==> src/rtl/sbqm_pkg.sv <==
// Shared types and constants for the queue counter and its wait-time calculator.
package sbqm_pkg;

    typedef enum logic [1:0] {
        EMPTY   = 2'd0,
        PARTIAL = 2'd1,
        FULL    = 2'd2
    } state_t;

    localparam int MAX_COUNT_DEF = 7;
    localparam int SVC_TIME_DEF  = 3;

    localparam int PCOUNT_W = 3;
    localparam int TCOUNT_W = 2;
    localparam int WTIME_W  = 5;

endpackage

==> src/rtl/wait_time_calc.sv <==
// Combinational wait estimate: floor(SVC_TIME*(pcount+T-1)/T), with T = max(tcount,1).
module wait_time_calc
    import sbqm_pkg::*;
#(
    parameter int SVC_TIME = SVC_TIME_DEF
) (
    input  logic [PCOUNT_W-1:0] pcount,
    input  logic [TCOUNT_W-1:0] tcount,
    output logic [WTIME_W-1:0]  wtime
);

    logic [TCOUNT_W-1:0] tellers;
    logic [15:0]         numer;
    logic [15:0]         quot;

    always_comb begin
        tellers = (tcount == '0) ? TCOUNT_W'(1) : tcount;
        numer   = 16'(SVC_TIME) * (16'(pcount) + 16'(tellers) - 16'd1);
        quot    = numer / 16'(tellers);
        wtime   = (pcount == '0) ? '0 : WTIME_W'(quot);
    end

endmodule

==> src/rtl/queue_counter.sv <==
// Queue occupancy FSM with registered flags and a registered wait-time estimate.
// Optional sticky err output (ignored entry/exit) is enabled by defining QUEUE_ERR_EN.
//
//   state   | meaning
//   EMPTY   | no customers queued, empty=1
//   PARTIAL | 1..MAX_COUNT-1 customers queued
//   FULL    | MAX_COUNT customers queued, full=1
module queue_counter
    import sbqm_pkg::*;
#(
    parameter int MAX_COUNT = MAX_COUNT_DEF,
    parameter int SVC_TIME  = SVC_TIME_DEF
) (
    input  logic                clk,
    input  logic                rst,
    input  logic                entry_pls,
    input  logic                exit_pls,
    input  logic [TCOUNT_W-1:0] tcount,
    output logic [PCOUNT_W-1:0] pcount,
    output logic                full,
    output logic                empty,
    output logic [WTIME_W-1:0]  wtime
`ifdef QUEUE_ERR_EN
    ,
    output logic                err
`endif
);

    localparam logic [PCOUNT_W-1:0] MAX_P = PCOUNT_W'(MAX_COUNT);

    state_t              state;
    logic                inc_only;
    logic                dec_only;
    logic [PCOUNT_W-1:0] pcount_inc;
    logic [PCOUNT_W-1:0] pcount_dec;
    logic [WTIME_W-1:0]  wtime_calc;

    // Simultaneous entry and exit cancel, so only exclusive pulses move the count.
    always_comb begin
        inc_only   = entry_pls & ~exit_pls;
        dec_only   = exit_pls & ~entry_pls;
        pcount_inc = pcount + PCOUNT_W'(1);
        pcount_dec = pcount - PCOUNT_W'(1);
    end

    always_ff @(posedge clk or negedge rst) begin
        if (!rst) begin
            state  <= EMPTY;
            pcount <= '0;
            full   <= 1'b0;
            empty  <= 1'b1;
        end else begin
            case (state)
                EMPTY: begin
                    if (inc_only) begin
                        pcount <= pcount_inc;
                        empty  <= 1'b0;
                        if (pcount_inc == MAX_P) begin
                            state <= FULL;
                            full  <= 1'b1;
                        end else begin
                            state <= PARTIAL;
                        end
                    end
                end
                PARTIAL: begin
                    if (inc_only) begin
                        pcount <= pcount_inc;
                        if (pcount_inc == MAX_P) begin
                            state <= FULL;
                            full  <= 1'b1;
                        end
                    end else if (dec_only) begin
                        pcount <= pcount_dec;
                        if (pcount_dec == '0) begin
                            state <= EMPTY;
                            empty <= 1'b1;
                        end
                    end
                end
                FULL: begin
                    if (dec_only) begin
                        pcount <= pcount_dec;
                        full   <= 1'b0;
                        if (pcount_dec == '0) begin
                            state <= EMPTY;
                            empty <= 1'b1;
                        end else begin
                            state <= PARTIAL;
                        end
                    end
                end
                default: begin
                    state  <= EMPTY;
                    pcount <= '0;
                    full   <= 1'b0;
                    empty  <= 1'b1;
                end
            endcase
        end
    end

    wait_time_calc #(
        .SVC_TIME (SVC_TIME)
    ) u_wait_time_calc (
        .pcount (pcount),
        .tcount (tcount),
        .wtime  (wtime_calc)
    );

    // Registered from the already-registered pcount: one cycle behind the count.
    always_ff @(posedge clk or negedge rst) begin
        if (!rst) begin
            wtime <= '0;
        end else begin
            wtime <= wtime_calc;
        end
    end

`ifdef QUEUE_ERR_EN
    always_ff @(posedge clk or negedge rst) begin
        if (!rst) begin
            err <= 1'b0;
        end else if ((inc_only && state == FULL) || (dec_only && state == EMPTY)) begin
            err <= 1'b1;
        end
    end
`endif

endmodule

==> config.mk <==
export PLATFORM = sky130hd
export DESIGN_NAME = queue_counter
export DESIGN_NICKNAME = d
export VERILOG_FILES = /design/src/rtl/sbqm_pkg.sv /design/src/rtl/wait_time_calc.sv /design/src/rtl/queue_counter.sv
export SDC_FILE = /design/constraint.sdc
export NUM_CORES = 1
export LEC_CHECK = 0
export CAP_MARGIN = 20
export CORE_MARGIN = 3
export CORE_UTILIZATION = 62
export CTS_CLUSTER_SIZE = 24
export DETAILED_ROUTE_END_ITERATION = 16
export PLACE_DENSITY = 0.9
export SLEW_MARGIN = 5
export SYNTH_ARGS = -nofsm -noshare
export SYNTH_HDL_FRONTEND = slang
export SYNTH_SLANG_ARGS = --single-unit
==> constraint.sdc <==
create_clock -name clk -period 29.5 [get_ports clk]
set_clock_uncertainty 0.05 [all_clocks]
set_input_delay 2.95 -clock clk [delete_from_list [all_inputs] [get_ports clk]]
set_output_delay 2.95 -clock clk [all_outputs]
set_load 0.02 [all_outputs]
* After elaboration in Yosys (flattened, before gate mapping)
Index checks and enable logic that the tools add are counted.
** Storage, ports and cells
- Flip-flop bits (word level) :: 12
- Bits of input ports :: 6
- Output and inout port bits :: 10
- Logic and storage cells :: 58
** Cells by class
- Add/subtract/negate cells :: 4
- Multipliers :: 1
- Div/mod/pow operators :: 1
- Eq/ne operators :: 11
- Multiplexer cells :: 24
- Bitwise logic cells :: 4
- Reductions and logical operators :: 8
** Operators by type and width (number)
- $div A16 B2 Y16 :: 1
- $mul A2 B16 Y16 const A :: 1
- $mux W2 :: 8
- $sub A16 B1 Y16 const B :: 1
- $mux W3 :: 3
- $ne A3 B3 Y1 const B :: 3
- $pmux W3 S3 :: 1
- $mux W1 :: 8
- $logic_not A3 Y1 :: 2
- $ne A2 B2 Y1 const B :: 3
- $pmux W2 S3 :: 1
- $mux W5 :: 1
- $reduce_and A5 Y1 :: 1
- $add A3 B2 Y4 :: 1
- $logic_not A2 Y1 :: 2
- $ne A2 B1 Y1 const B :: 2
- $add A3 B1 Y3 const B :: 1
- $eq A3 B3 Y1 const B :: 1
- $pmux W1 S3 :: 1
- $reduce_and A3 Y1 :: 1
- $sub A3 B1 Y3 const B :: 1
- $and A1 B1 Y1 :: 2
- $eq A2 B1 Y1 const B :: 1
- $eq A2 B2 Y1 const B :: 1
- 4 further kinds :: 5

* Longest topological paths before layout
Gate-level depths: netlist of run 1.
- Word-level depth :: 7
- Mapped depth :: 123
- Mapped depth without buffers :: 120

* Hierarchy
Synthesis of run 1 repeated with hierarchy kept, for this count alone.
** Unflattened totals
- Cells, all modules :: 771
- Area, all modules :: 5562.8 µm²
** By module, submodules not included
- wait_time_calc :: times used 1, cells each 697, area an instance 4794.6 µm², sequential area each 0.0 µm²
- queue_counter :: times used 1, cells each 74, area an instance 768.2 µm², sequential area each 301.5 µm²

* Worst setup path after synthesis of run 1
Ideal clock, no wire load.
- Path kind :: input to register
- Start :: input port tcount[0]
- End :: register wtime[0]
- Setup time :: 0.140 ns
- Arrival :: 27.293 ns
- Data required time :: 29.310 ns
- Path slack :: 2.017 ns
- Stages :: 120
- Path buffers :: 5
- Cells stage by stage :: nand2b_1 > ha_1 > inv_1 > fa_1 > xor2_1 > and3_1 > ha_1 > inv_1 > ha_1 > a21o_1 > a21o_1 > o21ai_0 > a21oi_1 > inv_1 > ha_1 > nand2b_1 > o221ai_2 > o21a_1 > [... 84 more ...] > nor3_1 > nand4b_1 > nor2b_1 > nand2_1 > nor2_1 > a21oi_1 > ha_1 > o21ai_0 > nand2b_1 > nor2_1 > nand3_2 > nor4_2 > mux2i_1 > ha_1 > a21oi_1 > o2111ai_1 > nor3_1 > a41oi_1
** Between the ends
- Word-level cells in the longest chain between the ends :: 7
** RTL lines
- start: declaration :: RTL line queue_counter.sv:18 : input logic [TCOUNT_W-1:0] tcount,
- $logic_not A2 Y1 :: RTL line wait_time_calc.sv:17 : tellers = (tcount == '0) ? TCOUNT_W'(1) : tcount;
- $mux W2 * :: RTL line wait_time_calc.sv:17
- $add A3 B2 Y4 :: RTL line wait_time_calc.sv:18 : numer = 16'(SVC_TIME) * (16'(pcount) + 16'(tellers) - 16'd1);
- $sub A16 B1 Y16 :: RTL line wait_time_calc.sv:18
- $mul A2 B16 Y16 :: RTL line wait_time_calc.sv:18
- $div A16 B2 Y16 * :: RTL line wait_time_calc.sv:19 : quot = numer / 16'(tellers);
- $mux W5 * :: RTL line wait_time_calc.sv:20 : wtime = (pcount == '0) ? '0 : WTIME_W'(quot);
- named net u_wait_time_calc.wtime[0] :: RTL line wait_time_calc.sv:9 : output logic [WTIME_W-1:0] wtime
- end signal: assignment :: RTL line queue_counter.sv:116 : wtime <= wtime_calc;
- end: declaration :: RTL line queue_counter.sv:22 : output logic [WTIME_W-1:0] wtime
The timed path passes the listed nets; every way through them passes the cells marked *.
A chain may end at the register's enable or synchronous reset.

* Final worst setup path of run 1
- Start :: input port tcount[1]
- End :: register wtime[0]
Same word-level chain as after synthesis.

==> run_results.csv, run 1 <==
group,metric,value,unit
outcome,outcome,"finished, final reports clean",
detailed_routing,via_per_inst,6.846,
synthesis,ys_warn_count,0,
detailed_routing,vias,6244,
synthesis,netlist.top_cell.by_area,"ha_1",
critical_path,path_buf_inv,8,
die,die_h,102.4,um
sta,relSlewSlack,27.82,%
cells_and_area,n_antenna_cell,0,
sta,tightest_slew,1.075,ns
critical_path,startpoint_type,"primary input",
detailed_routing,wirelength,15580,um
cts,root_buffer,"clkbuf_8",
die,core_region_area,0.008891,mm^2
die,ios,16,
die,start_util,64.75,%
cts,path_clk_slew,0.06,ns
synthesis,synth_top_cell_area_share,11.52,%
detailed_routing,ant_nets,0,
synthesis,synth_area,0.005757,mm^2
min_path,hold_path.class,"flip-flop to flip-flop",
die,die_w,102.4,um
cells_and_area,nNetsFinal,866,
grt,grt_pass1_vias,5924,
critical_path,cp.required,29.56,ns
sta,setup_viol,0,
detailed_routing,drt_iter0_markers,413,
cells_and_area,multi_input_area,0.005339,mm^2
critical_path,max_stage_delay,0.52,ns
grt,grt-ovfl-total,0,
synthesis,synth_nets,834,
grt,antenna_found_initial,0,
sta,finalCritPeriodShare,95.27,%
critical_path,criticalPathCategory,"primary input to flip-flop",
cells_and_area,final_cell_area,0.006322,mm^2
synthesis,synth.yosys.seq_area_share,5.238,%
die,dieArea,0.01048,mm^2
cts,ctsHtreeMaxLevel,1,
cells_and_area,ff_latch_area,301.5,um^2
sta,period_minus_slack,28.10,ns
place,io_buffers,15,
cells_and_area,syn2layout_area_growth,9.824,%
synthesis,synthArstFlopShare,100.0,%
cts,clockBufferDepth,2,
synthesis,syn_area_per_cell,7.447,um^2
synthesis,synth.distinct_cells,113,
synthesis,yosys-top-cells-count,"nor2_1, nand2_1, ha_1",
synthesis,synth-seq-cells,12,
cts,cts.sinks,12,
synthesis,netlist_top_cells_area,"ha_1, nor2_1, dfrtp_1, a21oi_1, nand2_1",
grt,grt_max_degree,16,
cts,clock_latency,0.24,ns
place,hpwl,12190,um
sta,hold_viol,0,
detailed_routing,drc,0,
critical_path,cpMostUsedCell,"ha_1",
synthesis,synthFlopType,"dfrtp_1",
place,dpl_cell_area,0.006085,mm^2
synthesis,syn_inst,773,
detailed_routing,dr.pass1.iters,5,
synthesis,synth_edf_count,0,
detailed_routing,wl_per_cell,17.09,um
cells_and_area,drive_gt1_share,16.42,%
critical_path,crit_family,"simple AND/OR/NAND/NOR gates",
critical_path,cp_max_fo,9,
grt,track_usage,28.60,%
place,gp_congestion,0.9149,
critical_path,worstSetupEndpointType,"flip-flop",
synthesis,yosysMostFrequentCell,"nor2_1",
grt,grt_pass1_wl,25860,um
run,max-cap-violations,0,
cts,holdBufCountCts,0,
critical_path,critPathSlowestCell,"clkdlybuf4s50_1",
sta,max_freq,35.58,MHz
die,rows,34,
cts,cts_buffers,3,
cts,cts_tree,"built",
critical_path,arrival,28.16,ns
cells_and_area,fillCellCount,697,
sta,finalMaxSlewViolations,0,
[tightest hold or removal path, delay by kind of cell, from the launching register on]
family / cells / cell delay [ns]
DFF: 1 / 0.41
and+or+nand+nor: 1 / 0.07
AOI/OAI and AO/OA: 1 / 0.06
[final timing paths]
kind | slack [ns] | startpoint | cells past startpoint | end
worst max register to register | 4.33 | pcount[0] | 122 | wtime[0]
min in group asynchronous | 3.01 | rst | 1 | state[1]
worst min register to register | 0.52 | state[1] | 2 | state[1]
worst min-delay path | 0.52 | state[1] | 2 | state[1]
max in group asynchronous | 26.02 | rst | 1 | empty
worst max-delay path | 1.40 | tcount[1] | 124 | wtime[0]
[placed cells by master, fill, tap and decap left out, types with 12 or more instances in the layout]
cell type / count
o21ai_0: 40
nor3_1: 32
a21o_1: 14
o21a_1: 16
nor2_1: 75
nand2_1: 59
mux2i_1: 17
or2_2: 14
nand3_1: 32
buf_4: 30
xor2_1: 16
nor2b_1: 12
inv_1: 30
ha_1: 53
clkdlybuf4s50_1: 15
a21oi_1: 45
and3_1: 12
xnor2_1: 19
[metrics by stage]
step	instances	worst slack (ns)	TNS (ns)	hold slack [ns]	utilization [%]
after floorplan	773	2.017	0	0.4486	-
after global placement	898	0.8404	0	0.4812	68.44
after detailed placement	898	-0.09379	-0.09379	0.4994	68.44
after CTS	902	0.03812	0	0.5163	69.05
after global routing	912	-0.3785	-0.3785	0.5340	71.11
final	912	1.395	0	0.5190	71.11
[logic make-up after synthesis]
family,synth area share [%]
AND/OR/NAND/NOR,30.32
AO/OA/AOI/OAI,35.84
adder cells (fa/ha/maj),12.21
buffers and inverters,3.890
XOR/XNOR,6.042
multiplexers,6.455
flip-flops,5.238
[area by class of cell]
cell class,instances,area share (%)
timing repair buffer,45,5.937
sequential,12,4.769
tap,108,2.137
multi-input combinational,712,84.44
clock buffer,4,0.8708
inverter,31,1.840
[per-layer routing]
metal	vias up	wire length [um]	track usage (%)
li1	3021	-	-
met1	2938	6816	36.02
met2	244	7726	52.87
met3	41	701	2.116
met4	0	340	6.458
met5	-	0	0
[sequential cells by signal, indices dropped and copies added, names as in the netlist]
register	count
wtime	5
pcount	3
state	2
empty	1
full	1
[what timing repair did]
item	4_1_cts	5_1_grt
buffers inserted	0	10
gates resized for setup	0	27
setup endpoints to repair	0	2
Power of run 1 is left out: the tool's default activity adds up to more than one toggle a clock period on the data nets, which glitch-free logic cannot reach.
==> run 2: changes to the inputs <==
--- a/config.mk
+++ b/config.mk
@@ -5,6 +5,7 @@
 export SDC_FILE = /design/constraint.sdc
 export NUM_CORES = 1
 export LEC_CHECK = 0
+export ABC_AREA = 1
 export CAP_MARGIN = 20
 export CORE_MARGIN = 3
 export CORE_UTILIZATION = 62
==> run_results.csv, run 2 <==
group,metric,value,unit
outcome,outcome,"finished, final reports clean",
synthesis,netlist_top_cells_area,"nand2_1, inv_1, ha_1, nand3_1, nor2_1",
synthesis,ys_warn_count,0,
synthesis,synth_area,0.006055,mm^2
synthesis,syn_area_per_cell,5.591,um^2
cells_and_area,n_antenna_cell,0,
detailed_routing,dr.pass1.iters,5,
sta,setup_viol,0,
cells_and_area,nNetsFinal,1156,
synthesis,synth-seq-cells,12,
die,die_h,104.8,um
critical_path,worstSetupEndpointType,"flip-flop",
detailed_routing,wirelength,13900,um
place,place_ws,1.819,ns
grt,antenna_found_initial,0,
synthesis,syn_inst,1083,
place,dp_cells,1219,
place,gp_congestion,0.9569,
cells_and_area,top_register,"wtime",
detailed_routing,wl_per_cell,11.37,um
cts,post_cts_buffers,0,
die,dieArea,0.01099,mm^2
sta,finalMaxSlewViolations,0,
die,start_util,64.61,%
cts,cts_tree,"built",
cts,ctsHtreeMaxLevel,1,
grt,track_usage,25.38,%
die,ios,16,
grt,grt-ovfl-total,0,
cts,cts_resized,0,
die,die_w,104.8,um
cts,clockBufferDepth,2,
synthesis,synth_top_cell_area_share,17.54,%
grt,grt_pass1_wl,24950,um
critical_path,cp_max_fo,17,
sta,period_minus_slack,26.95,ns
critical_path,crit_family,"simple AND/OR/NAND/NOR gates",
cells_and_area,drive_gt1_share,10.69,%
synthesis,netlist.top_cell.by_area,"nand2_1",
cts,path_clk_slew,0.05,ns
cells_and_area,instances_no_fill,1223,
synthesis,synth_edf_count,0,
detailed_routing,drt_iter0_markers,483,
cells_and_area,reg_top3,"wtime (5), pcount (3), state (2)",
sta,rsz0062_at_grt,"false",
synthesis,synth.yosys.seq_area_share,4.980,%
sta,hold_viol,0,
cts,cts.sinks,12,
run,max-cap-violations,0,
sta,tightest_slew,0.4862,ns
synthesis,synth_nets,1144,
grt,grt_max_degree,18,
die,rows,35,
synthesis,synth.distinct_cells,55,
place,hpwl,11560,um
synthesis,yosys-top-cells-count,"nand2_1, inv_1, nand3_1",
critical_path,path_buf_inv,27,
cts,root_buffer,"clkbuf_8",
cells_and_area,syn2layout_area_growth,4.980,%
place,io_buffers,15,
detailed_routing,drc,0,
cells_and_area,final_common_cell,"nand2_1",
sta,max_freq,37.10,MHz
synthesis,yosysMostFrequentCell,"nand2_1",
synthesis,synthArstFlopShare,100.0,%
cells_and_area,final_cell_mix,"nand2_1, inv_1, nand3_1, nor2_1, nand4_1",
sta,fin_ws,2.547,ns
critical_path,cp.required,29.56,ns
cts,holdBufCountCts,0,
sta,relSlewSlack,67.49,%
critical_path,startpoint_type,"primary input",
cells_and_area,largest_register_ffs,5,
die,core_region_area,0.009371,mm^2
critical_path,cpMostUsedCell,"inv_1",
min_path,hold_path.class,"flip-flop to flip-flop",
critical_path,arrival,27.01,ns
cells_and_area,fillCellCount,879,
detailed_routing,ant_nets,0,
critical_path,critPathSlowestCell,"clkdlybuf4s50_1",
sta,finalCritPeriodShare,91.36,%
cts,cts_buffers,3,
cells_and_area,fin_util,67.82,%
sta,tns,0,ns
detailed_routing,via_per_inst,5.400,
synthesis,synthFlopType,"dfrtp_1",
grt,grt_pass1_vias,5964,
critical_path,max_stage_delay,0.55,ns
critical_path,criticalPathCategory,"primary input to flip-flop",
detailed_routing,vias,6604,
cts,clock_latency,0.24,ns
==> run 2: changes by cell type after synthesis, sizes merged, moves of 21 or more <==
| cell | change |
|---|---|
| nand4 | +51 |
| nand3 | +112 |
| nor2 | +54 |
| mux2i | -23 |
| nand2 | +250 |
| a21oi | -29 |
| inv | +168 |
| nor3 | -21 |
==> run 2: final cells by class <==
| type | count | area [um^2] | area share (%) |
|---|---|---|---|
| clock buffers | 4 | 55.05 | 0.8661 |
| multi-input cells | 858 | 4910 | 77.24 |
| flip-flops and latches | 12 | 301.5 | 4.744 |
| repair buffers | 17 | 165.2 | 2.598 |
| well taps | 129 | 161.4 | 2.539 |
| inverters | 203 | 763.2 | 12.01 |
==> run 2: final timing paths <==
kind	startpoint	to	slack, ns	cells after the start
hold / removal	full	full	0.47	1
max in group asynchronous	rst	empty	26.06	1
setup reg to reg	pcount[0]	wtime[0]	5.76	138
hold reg to reg	full	full	0.47	1
min in group asynchronous	rst	full	2.99	1
setup / recovery	tcount[0]	wtime[0]	2.55	142
==> run 2: worst register-to-register path, delay by kind of cell, from the launching register on <==
kind / cells / cell delay [ns]
AOI/OAI and AO/OA: 25 / 4.77
adders and majority gates: 20 / 6.09
buffers and inverters: 24 / 2.30
DFF: 1 / 0.45
and+or+nand+nor: 69 / 9.95
==> run 2: kinds of logic after synthesis <==
logic type	Yosys count	share of synthesized area (%)
xor gates and xnor gates	26	3.885
and+or+nand+nor	685	56.09
DFF	12	4.980
AOI/OAI and AO/OA	92	9.279
buffers and inverters	213	14.16
adders and majority gates	55	11.61
==> run 2: through the flow <==
step	instance area [um^2]	hold WS [ns]
2_1_floorplan	6055	0.4527
3_3_place_gp	6287	0.4416
3_5_place_dp	6287	0.4532
4_1_cts	6342	0.4772
5_1_grt	6356	0.4960
6_report	6356	0.4712
==> run 2: layer usage <==
metal | up-vias | GRT usage [%] | part of all wire, %
li1 | 3540 | - | -
met5 | - | 0 | 0
met2 | 117 | 45.37 | 47
met4 | 0 | 4.780 | 0.46
met3 | 6 | 0.9883 | 2.8
met1 | 2941 | 34.10 | 49
Power of run 2 is left out for the same reason.
